## src/rtl/vga_timing_param.sv

```systemverilog
// Parametrised VGA raster controller: programmable h/v timing and sync polarity,
// pixel-request interface with configurable source latency, graceful stop, colour expansion.
module vga_timing_param #(
  parameter int H_ACTIVE = 640,
  parameter int H_FP     = 16,
  parameter int H_SYNC   = 96,
  parameter int H_BP     = 48,
  parameter int V_ACTIVE = 480,
  parameter int V_FP     = 10,
  parameter int V_SYNC   = 2,
  parameter int V_BP     = 33,
  parameter int HS_POL   = 0,
  parameter int VS_POL   = 0,
  parameter int COLOR_W  = 8,
  parameter int LAT      = 1
) (
  input  logic                   pixel_clk,
  input  logic                   rst_n,
  input  logic                   enable,
  input  logic [3*COLOR_W-1:0]   pixel_in,
  output logic [15:0]            req_x,
  output logic [15:0]            req_y,
  output logic                   req_valid,
  output logic                   frame_start,
  output logic                   line_start,
  output logic [15:0]            frame_count,
  output logic [7:0]             vga_r,
  output logic [7:0]             vga_g,
  output logic [7:0]             vga_b,
  output logic                   vga_clk,
  output logic                   vga_blank_n,
  output logic                   vga_sync_n,
  output logic                   vga_hs,
  output logic                   vga_vs
);
  localparam int H_TOT = H_ACTIVE + H_FP + H_SYNC + H_BP;
  localparam int V_TOT = V_ACTIVE + V_FP + V_SYNC + V_BP;
  localparam logic [15:0] H_LAST = 16'(H_TOT - 1);
  localparam logic [15:0] V_LAST = 16'(V_TOT - 1);
  localparam logic [15:0] H_ACT  = 16'(H_ACTIVE);
  localparam logic [15:0] V_ACT  = 16'(V_ACTIVE);
  localparam logic [15:0] HS_BEG = 16'(H_ACTIVE + H_FP);
  localparam logic [15:0] HS_END = 16'(H_ACTIVE + H_FP + H_SYNC - 1);
  localparam logic [15:0] VS_BEG = 16'(V_ACTIVE + V_FP);
  localparam logic [15:0] VS_END = 16'(V_ACTIVE + V_FP + V_SYNC - 1);
  localparam logic HS_ON = (HS_POL != 0) ? 1'b1 : 1'b0;
  localparam logic VS_ON = (VS_POL != 0) ? 1'b1 : 1'b0;

  typedef enum logic [1:0] {ST_IDLE = 2'd0, ST_RUN = 2'd1, ST_STOP = 2'd2} state_t;

  state_t      state_r, state_nxt_s;
  logic [15:0] h_r, v_r, h_nxt_s, v_nxt_s, h_adv_s, v_adv_s;
  logic        wrap_s, run_nxt_s;
  logic        req_valid_r, frame_start_r, line_start_r, hs_req_r, vs_req_r;
  logic [15:0] frame_count_r;
  logic [LAT:0] hs_pipe_r, vs_pipe_r, act_pipe_r;
  logic        act_tap_s;
  logic [7:0]  vga_r_r, vga_g_r, vga_b_r;

  // Replicates the channel MSB-first until 8 bits are filled.
  function automatic logic [7:0] expand_f(input logic [COLOR_W-1:0] c);
    logic [7:0] e;
    for (int i = 0; i < 8; i++) e[7-i] = c[COLOR_W-1-(i % COLOR_W)];
    return e;
  endfunction

  // Position the raster would move to on the next clock
  always_comb begin
    wrap_s = (h_r == H_LAST) && (v_r == V_LAST);
    if (h_r == H_LAST) begin
      h_adv_s = 16'd0;
      if (v_r == V_LAST) v_adv_s = 16'd0;
      else               v_adv_s = v_r + 16'd1;
    end else begin
      h_adv_s = h_r + 16'd1;
      v_adv_s = v_r;
    end
  end

  // Run-state transitions; a stop request only takes effect at the frame wrap
  always_comb begin
    state_nxt_s = state_r;
    h_nxt_s     = h_r;
    v_nxt_s     = v_r;
    case (state_r)
      ST_IDLE: begin
        h_nxt_s = 16'd0;
        v_nxt_s = 16'd0;
        if (enable) state_nxt_s = ST_RUN;
        else        state_nxt_s = ST_IDLE;
      end
      ST_RUN, ST_STOP: begin
        h_nxt_s = h_adv_s;
        v_nxt_s = v_adv_s;
        if (enable)      state_nxt_s = ST_RUN;
        else if (wrap_s) state_nxt_s = ST_IDLE;
        else             state_nxt_s = ST_STOP;
      end
      default: begin
        state_nxt_s = ST_IDLE;
        h_nxt_s     = 16'd0;
        v_nxt_s     = 16'd0;
      end
    endcase
    run_nxt_s = (state_nxt_s != ST_IDLE);
  end

  // Request stage: counters, strobes and sync/active flags aligned to req_x/req_y
  always_ff @(posedge pixel_clk or negedge rst_n) begin
    if (!rst_n) begin
      state_r       <= ST_IDLE;
      h_r           <= 16'd0;
      v_r           <= 16'd0;
      req_valid_r   <= 1'b0;
      frame_start_r <= 1'b0;
      line_start_r  <= 1'b0;
      hs_req_r      <= 1'b0;
      vs_req_r      <= 1'b0;
      frame_count_r <= 16'd0;
    end else begin
      state_r       <= state_nxt_s;
      h_r           <= h_nxt_s;
      v_r           <= v_nxt_s;
      req_valid_r   <= run_nxt_s && (h_nxt_s < H_ACT) && (v_nxt_s < V_ACT);
      frame_start_r <= run_nxt_s && (h_nxt_s == 16'd0) && (v_nxt_s == 16'd0);
      line_start_r  <= run_nxt_s && (h_nxt_s == 16'd0);
      hs_req_r      <= run_nxt_s && (h_nxt_s >= HS_BEG) && (h_nxt_s <= HS_END);
      vs_req_r      <= run_nxt_s && (v_nxt_s >= VS_BEG) && (v_nxt_s <= VS_END);
      if ((state_r != ST_IDLE) && wrap_s) frame_count_r <= frame_count_r + 16'd1;
    end
  end

  // Delay line carrying pin-level syncs and the active flag to the DAC stage
  always_ff @(posedge pixel_clk or negedge rst_n) begin
    if (!rst_n) begin
      hs_pipe_r  <= {(LAT+1){~HS_ON}};
      vs_pipe_r  <= {(LAT+1){~VS_ON}};
      act_pipe_r <= '0;
    end else begin
      hs_pipe_r[0]  <= hs_req_r ? HS_ON : ~HS_ON;
      vs_pipe_r[0]  <= vs_req_r ? VS_ON : ~VS_ON;
      act_pipe_r[0] <= req_valid_r;
      for (int i = 1; i <= LAT; i++) begin
        hs_pipe_r[i]  <= hs_pipe_r[i-1];
        vs_pipe_r[i]  <= vs_pipe_r[i-1];
        act_pipe_r[i] <= act_pipe_r[i-1];
      end
    end
  end

  // Active flag of the request whose pixel arrives on pixel_in this cycle
  generate
    if (LAT == 0) begin : g_tap_now
      assign act_tap_s = req_valid_r;
    end else begin : g_tap_pipe
      assign act_tap_s = act_pipe_r[LAT-1];
    end
  endgenerate

  // Colour register, forced black while blanked
  always_ff @(posedge pixel_clk or negedge rst_n) begin
    if (!rst_n) begin
      vga_r_r <= 8'd0;
      vga_g_r <= 8'd0;
      vga_b_r <= 8'd0;
    end else if (act_tap_s) begin
      vga_r_r <= expand_f(pixel_in[3*COLOR_W-1 -: COLOR_W]);
      vga_g_r <= expand_f(pixel_in[2*COLOR_W-1 -: COLOR_W]);
      vga_b_r <= expand_f(pixel_in[COLOR_W-1:0]);
    end else begin
      vga_r_r <= 8'd0;
      vga_g_r <= 8'd0;
      vga_b_r <= 8'd0;
    end
  end

  assign req_x       = h_r;
  assign req_y       = v_r;
  assign req_valid   = req_valid_r;
  assign frame_start = frame_start_r;
  assign line_start  = line_start_r;
  assign frame_count = frame_count_r;
  assign vga_r       = vga_r_r;
  assign vga_g       = vga_g_r;
  assign vga_b       = vga_b_r;
  assign vga_hs      = hs_pipe_r[LAT];
  assign vga_vs      = vs_pipe_r[LAT];
  assign vga_blank_n = act_pipe_r[LAT];
  // DAC latches mid-cycle, so it runs on the inverted pixel clock
  assign vga_clk     = ~pixel_clk;
  assign vga_sync_n  = 1'b1;
endmodule

```

## config.mk

```make
export PLATFORM = sky130hd
export DESIGN_NAME = vga_timing_param
export DESIGN_NICKNAME = d
export VERILOG_FILES = /design/src/rtl/vga_timing_param.sv
export SDC_FILE = /design/constraint.sdc
export NUM_CORES = 1
export LEC_CHECK = 0
export ABC_AREA = 1
export BUFFER_PORTS_ARGS = -buffer_cell sky130_fd_sc_hd__buf_2
export CAP_MARGIN = 20
export CORE_AREA = 2 2 96 98
export DETAILED_ROUTE_END_ITERATION = 10
export DIE_AREA = 0 0 98 100
export HOLD_SLACK_MARGIN = 0.15
export PLACE_DENSITY = 0.91
export SYNTH_ARGS = -nofsm -noshare
export SYNTH_HDL_FRONTEND = slang
export SYNTH_SLANG_ARGS = --single-unit
export TNS_END_PERCENT = 30
```

## constraint.sdc

```tcl
create_clock -name pixel_clk -period 2.26 [get_ports pixel_clk]
set_input_delay 0 -clock pixel_clk [delete_from_list [all_inputs] [get_ports pixel_clk]]
set_output_delay 0 -clock pixel_clk [all_outputs]
set_load 0.1 [all_outputs]
```

# [Word-level counts from Yosys, hierarchy flattened]
# Index checks and enable logic that the tools add are counted.
[word_totals] ff_bits=85 in_bits=27 out_inout_bits=80 wordCells=59
[classes] n_addsub=3 order_cmp=6 eq_ne=4 mux=14 n_bitwise=1 reduce_logical=16
[ops] cell="two-way mux 16 bit" n=5
[ops] cell="adder 16 x 1 -> 16 bit, second input constant" n=3
[ops] cell="== test 16 x 10 -> 1 bit, second input constant" n=2
[ops] cell="zero test 16 bit" n=2
[ops] cell="two-way mux 8 bit" n=3
[ops] cell=">= comparator 16 x 10 -> 1 bit, second input constant" n=1
[ops] cell=">= comparator 16 x 9 -> 1 bit, second input constant" n=1
[ops] cell="less-or-equal comparator 16 x 10 -> 1 bit, second input constant" n=1
[ops] cell="less-or-equal comparator 16 x 9 -> 1 bit, second input constant" n=1
[ops] cell="less-than comparator 16 x 10 -> 1 bit, second input constant" n=1
[ops] cell="less-than comparator 16 x 9 -> 1 bit, second input constant" n=1
[ops] cell="logical AND 1 bit" n=10
[ops] cell="two-way mux 2 bit" n=2
[ops] cell="case mux 2 bit (2 select lines)" n=1
[ops] cell="nonzero test 2 bit" n=2
[ops] cell="two-way mux 1 bit" n=3
[ops] cell="== test 2 x 1 -> 1 bit, second input constant" n=1
[ops] cell="== test 2 bit, second input constant" n=1
[ops] cell="zero test 2 bit" n=1
[ops] cell="OR reduction 2 bit" n=1
[ops] cell="inverter 1 bit" n=1

# [Logic depth before layout (Yosys ltp)]
[logic_depth] depth_word=8 depth_mapped=15

==> summary.md <==
| Metric | Value |
|---|---|
| Worst min-delay path category | `input port to async pin` |
| Die extent in y | `100 µm` |
| Via density | `5.18` |
| Register share of total power | `0.343` |
| Setup slack on the worst flop-to-flop path | `130 ps` |
| Status | `finished, final reports clean` |
| Worst slew margin relative to its limit | `0.484` |
| Cell with the largest stage delay on the worst path | `dfrtp_2` |
| Post-Syn Instances | `651` |
| Switching Share | `0.525` |
| Element type at the critical path start | `register` |
| Post-synth EDFFs | `0` |
| Final number of max-transition violations | `0` |
| Fraction of the cycle the final worst path needs | `0.945` |
| Via count of the routed design | `4,713` |
| Clock transition at the registers of the reported paths | `100 ps` |
| Total of buffers placed on input and output ports | `105` |
| Net switching power of the design | `2.87 mW` |
| Number of levels in the clock H-tree | `3` |
| Final TNS setup | `0 ps` |
| Top Ports | `107` |
| Post-route setup slack | `125 ps` |
| Combined area of all synthesized cells | `0.00473 mm²` |
| Power density relative to cell area | `921 mW/mm²` |
| Maximum number of pins on one net before global-route repair | `48` |
| Transition time at the pin with the least slew margin | `774 ps` |
| Top cells by area, synth | `dfrtp_1 (43%), nand2_1 (15%), inv_1 (8.6%)` |
| Kind of cell with the highest combined delay on the critical path | `simple AND/OR/NAND/NOR gates` |
| FMAX | `0.468 GHz` |
| Clock Root Buffer | `clkbuf_8` |
| All-Layer GR Usage | `0.258` |
| Critical R2R Launch | `req_y[0]$_DFF_PN0_` |
| Combinational share of power | `0.429` |
| Hold Vio Cnt, Final | `0` |
| Sequential cell area fraction in the yosys report | `0.451` |
| Placed wire-length estimate after detailed placement | `8.84 mm` |
| Number of antenna violations at the first check in global routing | `0` |
| Count of state elements after synthesis | `85` |
| Starting density of the core | `0.532` |
| Static Leakage | `3.54 nW` |
| Top-area cell type share of the netlist area | `0.428` |
| Number of global-route vias before repair | `4,463` |
| Worst Setup Path Type | `register to register` |
| Final wirelength | `12.6 mm` |
| Antenna diodes | `0` |
| Post-Synthesis Net Count | `684` |
| First-pass GRT wire length | `20.5 mm` |
| Total number of placement rows | `35` |
| Post-synthesis to final-layout area growth | `25.4%` |
| Critical path endpoint category | `register` |
| Primary flip-flop cell chosen by synthesis mapping | `dfrtp_1` |
| Clock tree from TritonCTS | `done` |
| Clock power frac | `0.227` |
| Crit path DAT | `2390 ps` |
| Area leader, netlist | `dfrtp_1` |
| Number of buffers on the longest clock path | `2` |
| Fraction of final layout cells sized beyond drive strength 1 | `0.233` |
| Final standard cell area without fillers | `0.00593 mm²` |
| Drt drc | `0` |
| Async set-or-reset flop fraction in the synthesized netlist | `1.00` |
| Peak per-stage delay on the critical path | `480 ps` |
| Worst slack, placed | `42.6 ps` |
| Max-cap violations | `0` |
| Post-Place Cell Area | `0.00541 mm²` |
| Clock latency of the later-clocked register in the worst-skew pair | `370 ps` |
| Post-Synthesis Mean Instance Area | `7.27 µm²` |
| Ys Warns | `0` |
| Weighted congestion reported at the end of routability-driven placement | `0.940` |
| Count of endpoints failing setup in the final report | `0` |
| VDD IR max | `1.57 mV` |
| Total congestion overflow | `0` |
| Critical Path Fanout Max | `8` |
| Overall die width | `98 µm` |
| First-iteration detailed-routing DRC count | `286` |
| Worst path bufs/invs | `1` |
| Util after Layout | `0.667` |
| Internal power contribution | `2.59 mW` |
| Reg-to-reg critical path endpoint | `frame_count[14]$_DFFE_PN0P_` |
| Number of CTS-inserted buffers | `9` |
| Critical path, cell by cell | `inv_1 -> ha_1 -> nand2_1 -> nor2_1 -> nand2_1 -> nor2_1 -> nand2_4 -> nor2_8 -> nand3_1 -> and3b_1 -> nor2_1` |
| Total number of nets in the final design | `827` |
| Floorplan Core Area | `0.00889 mm²` |
| Final routed wire length divided by cell count | `13.8 µm` |
| Residual antenna-violating net count after detailed routing | `0` |
| Number of unique standard cell types used by synthesis | `34` |
| Cell count of the worst reg-to-reg path | `11` |
| Most common cell type on the critical path | `nor2_1` |
| Required time worst endpoint | `2510 ps` |
| Final Critical Period | `2130 ps` |
| Router iterations before antenna repair | `5` |
| Full die area | `0.00980 mm²` |
| Setup Skew | `18.1 ps` |
## per-stage QoR
step | hold slack, ps | total power [mW] | cells
6_report | 188 | 5.46 | 910
5_1_grt | 239 | 5.70 | 910
4_1_cts | 213 | 5.41 | 905
3_5_place_dp | 54.5 | 4.31 | 863
3_3_place_gp | 53.8 | 4.26 | 863
2_1_floorplan | -296 | 3.82 | 651
## cell families after synthesis
group,after synthesis,share of synthesized area
buffers and inverters,128,0.106
AND/OR/NAND/NOR,397,0.374
AO/OA/AOI/OAI,16,0.0190
flip-flops,85,0.451
other,1,0.000792
adder cells (fa/ha/maj),6,0.0159
XOR/XNOR,18,0.0333
## power by group through the flow
stage          logic, mW  registers, mW  clock network, mW
6_report            2.35           1.88               1.24
5_1_grt             2.46           1.90               1.34
4_1_cts             2.28           1.88               1.26
3_5_place_dp        2.24           1.90              0.161
3_3_place_gp        2.21           1.89              0.161
2_1_floorplan      0.555           3.12              0.146
## registers in the layout, summed over array words and instances, names as in the netlist, 8 cells and up
signal       count
frame_count     16
req_x           16
req_y           16
vga_b            8
vga_g            8
vga_r            8
## worst register-to-register path, stage by stage, from the launching register on
cell and delay (ps):
dfrtp_2 480, inv_1 130, ha_1 240, nand2_1 70
nor2_1 100, nand2_1 50, nor2_1 220, nand2_4 120
nor2_8 160, nand3_1 150, and3b_1 270, nor2_1 40
## synth_stat cells (3+ instances only)
| library cell | count |
|---|---|
| buf_4 | 3 |
| o21ai_1 | 4 |
| nor2_4 | 3 |
| nand4_1 | 20 |
| ha_1 | 6 |
| nand2_4 | 3 |
| nor3_1 | 6 |
| nand3_2 | 3 |
| xnor2_1 | 6 |
| nor2_2 | 10 |
| nand2_2 | 5 |
| xor2_1 | 12 |
| nor2_1 | 91 |
| nand2_1 | 192 |
| nand3_1 | 56 |
| dfstp_2 | 4 |
| inv_2 | 9 |
| o21ai_0 | 7 |
| dfrtp_1 | 81 |
| inv_1 | 108 |
## worst max-delay path by stage
stage | start | to | cells past startpoint
6_report | req_y[0]$_DFF_PN0_ | frame_count[14]$_DFFE_PN0P_ | 11
5_1_grt | req_x[0]$_DFF_PN0_ | vs_req_r$_DFF_PN0_ | 12
4_1_cts | req_x[0]$_DFF_PN0_ | req_valid$_DFF_PN0_ | 14
3_5_place_dp | req_x[0]$_DFF_PN0_ | req_valid$_DFF_PN0_ | 14
3_3_place_gp | req_x[0]$_DFF_PN0_ | req_valid$_DFF_PN0_ | 12
2_1_floorplan | req_x[0]$_DFF_PN0_ | frame_count[9]$_DFFE_PN0P_ | 12
## layout by cell type (no fill, tap or decap), types with 4 or more instances in the layout
cell	n
nand2_1	191
inv_1	108
buf_2	104
nor2_1	90
dfrtp_1	69
nand3_1	56
dlygate4sd3_1	26
nand4_1	20
xor2_1	12
dfrtp_2	12
nor2_2	11
buf_4	10
inv_2	9
clkbuf_8	9
o21ai_0	7
nor3_1	6
xnor2_1	6
nand2_2	5
ha_1	5
inv_8	5
o21ai_1	4
nand2_4	4
dfstp_2	4
## what timing repair did
action	in CTS	in global routing
gates resized for setup	0	4
hold buffers	26	0
setup endpoints to repair	0	8
setup buffers	0	5
endpoints found under the hold margin	109	0
## metal layers
metal	wire length (µm)	global-route usage	share of wire	vias up
li1	-	-	-	2277
met1	5070	0.328	0.40	2202
met2	6290	0.438	0.50	197
met3	843	0.0467	0.067	37
met4	382	0.106	0.030	0
met5	0	0	0	-
## cell type report
cell class	count	area [µm²]
inverter	117	439
clock inverter	8	76.3
multi-input combinational	438	2110
sequential	85	2150
tap	111	139
fill	721	2960
clock buffer	10	129
timing repair buffer	141	891
(Power assumes the default switching activity.)
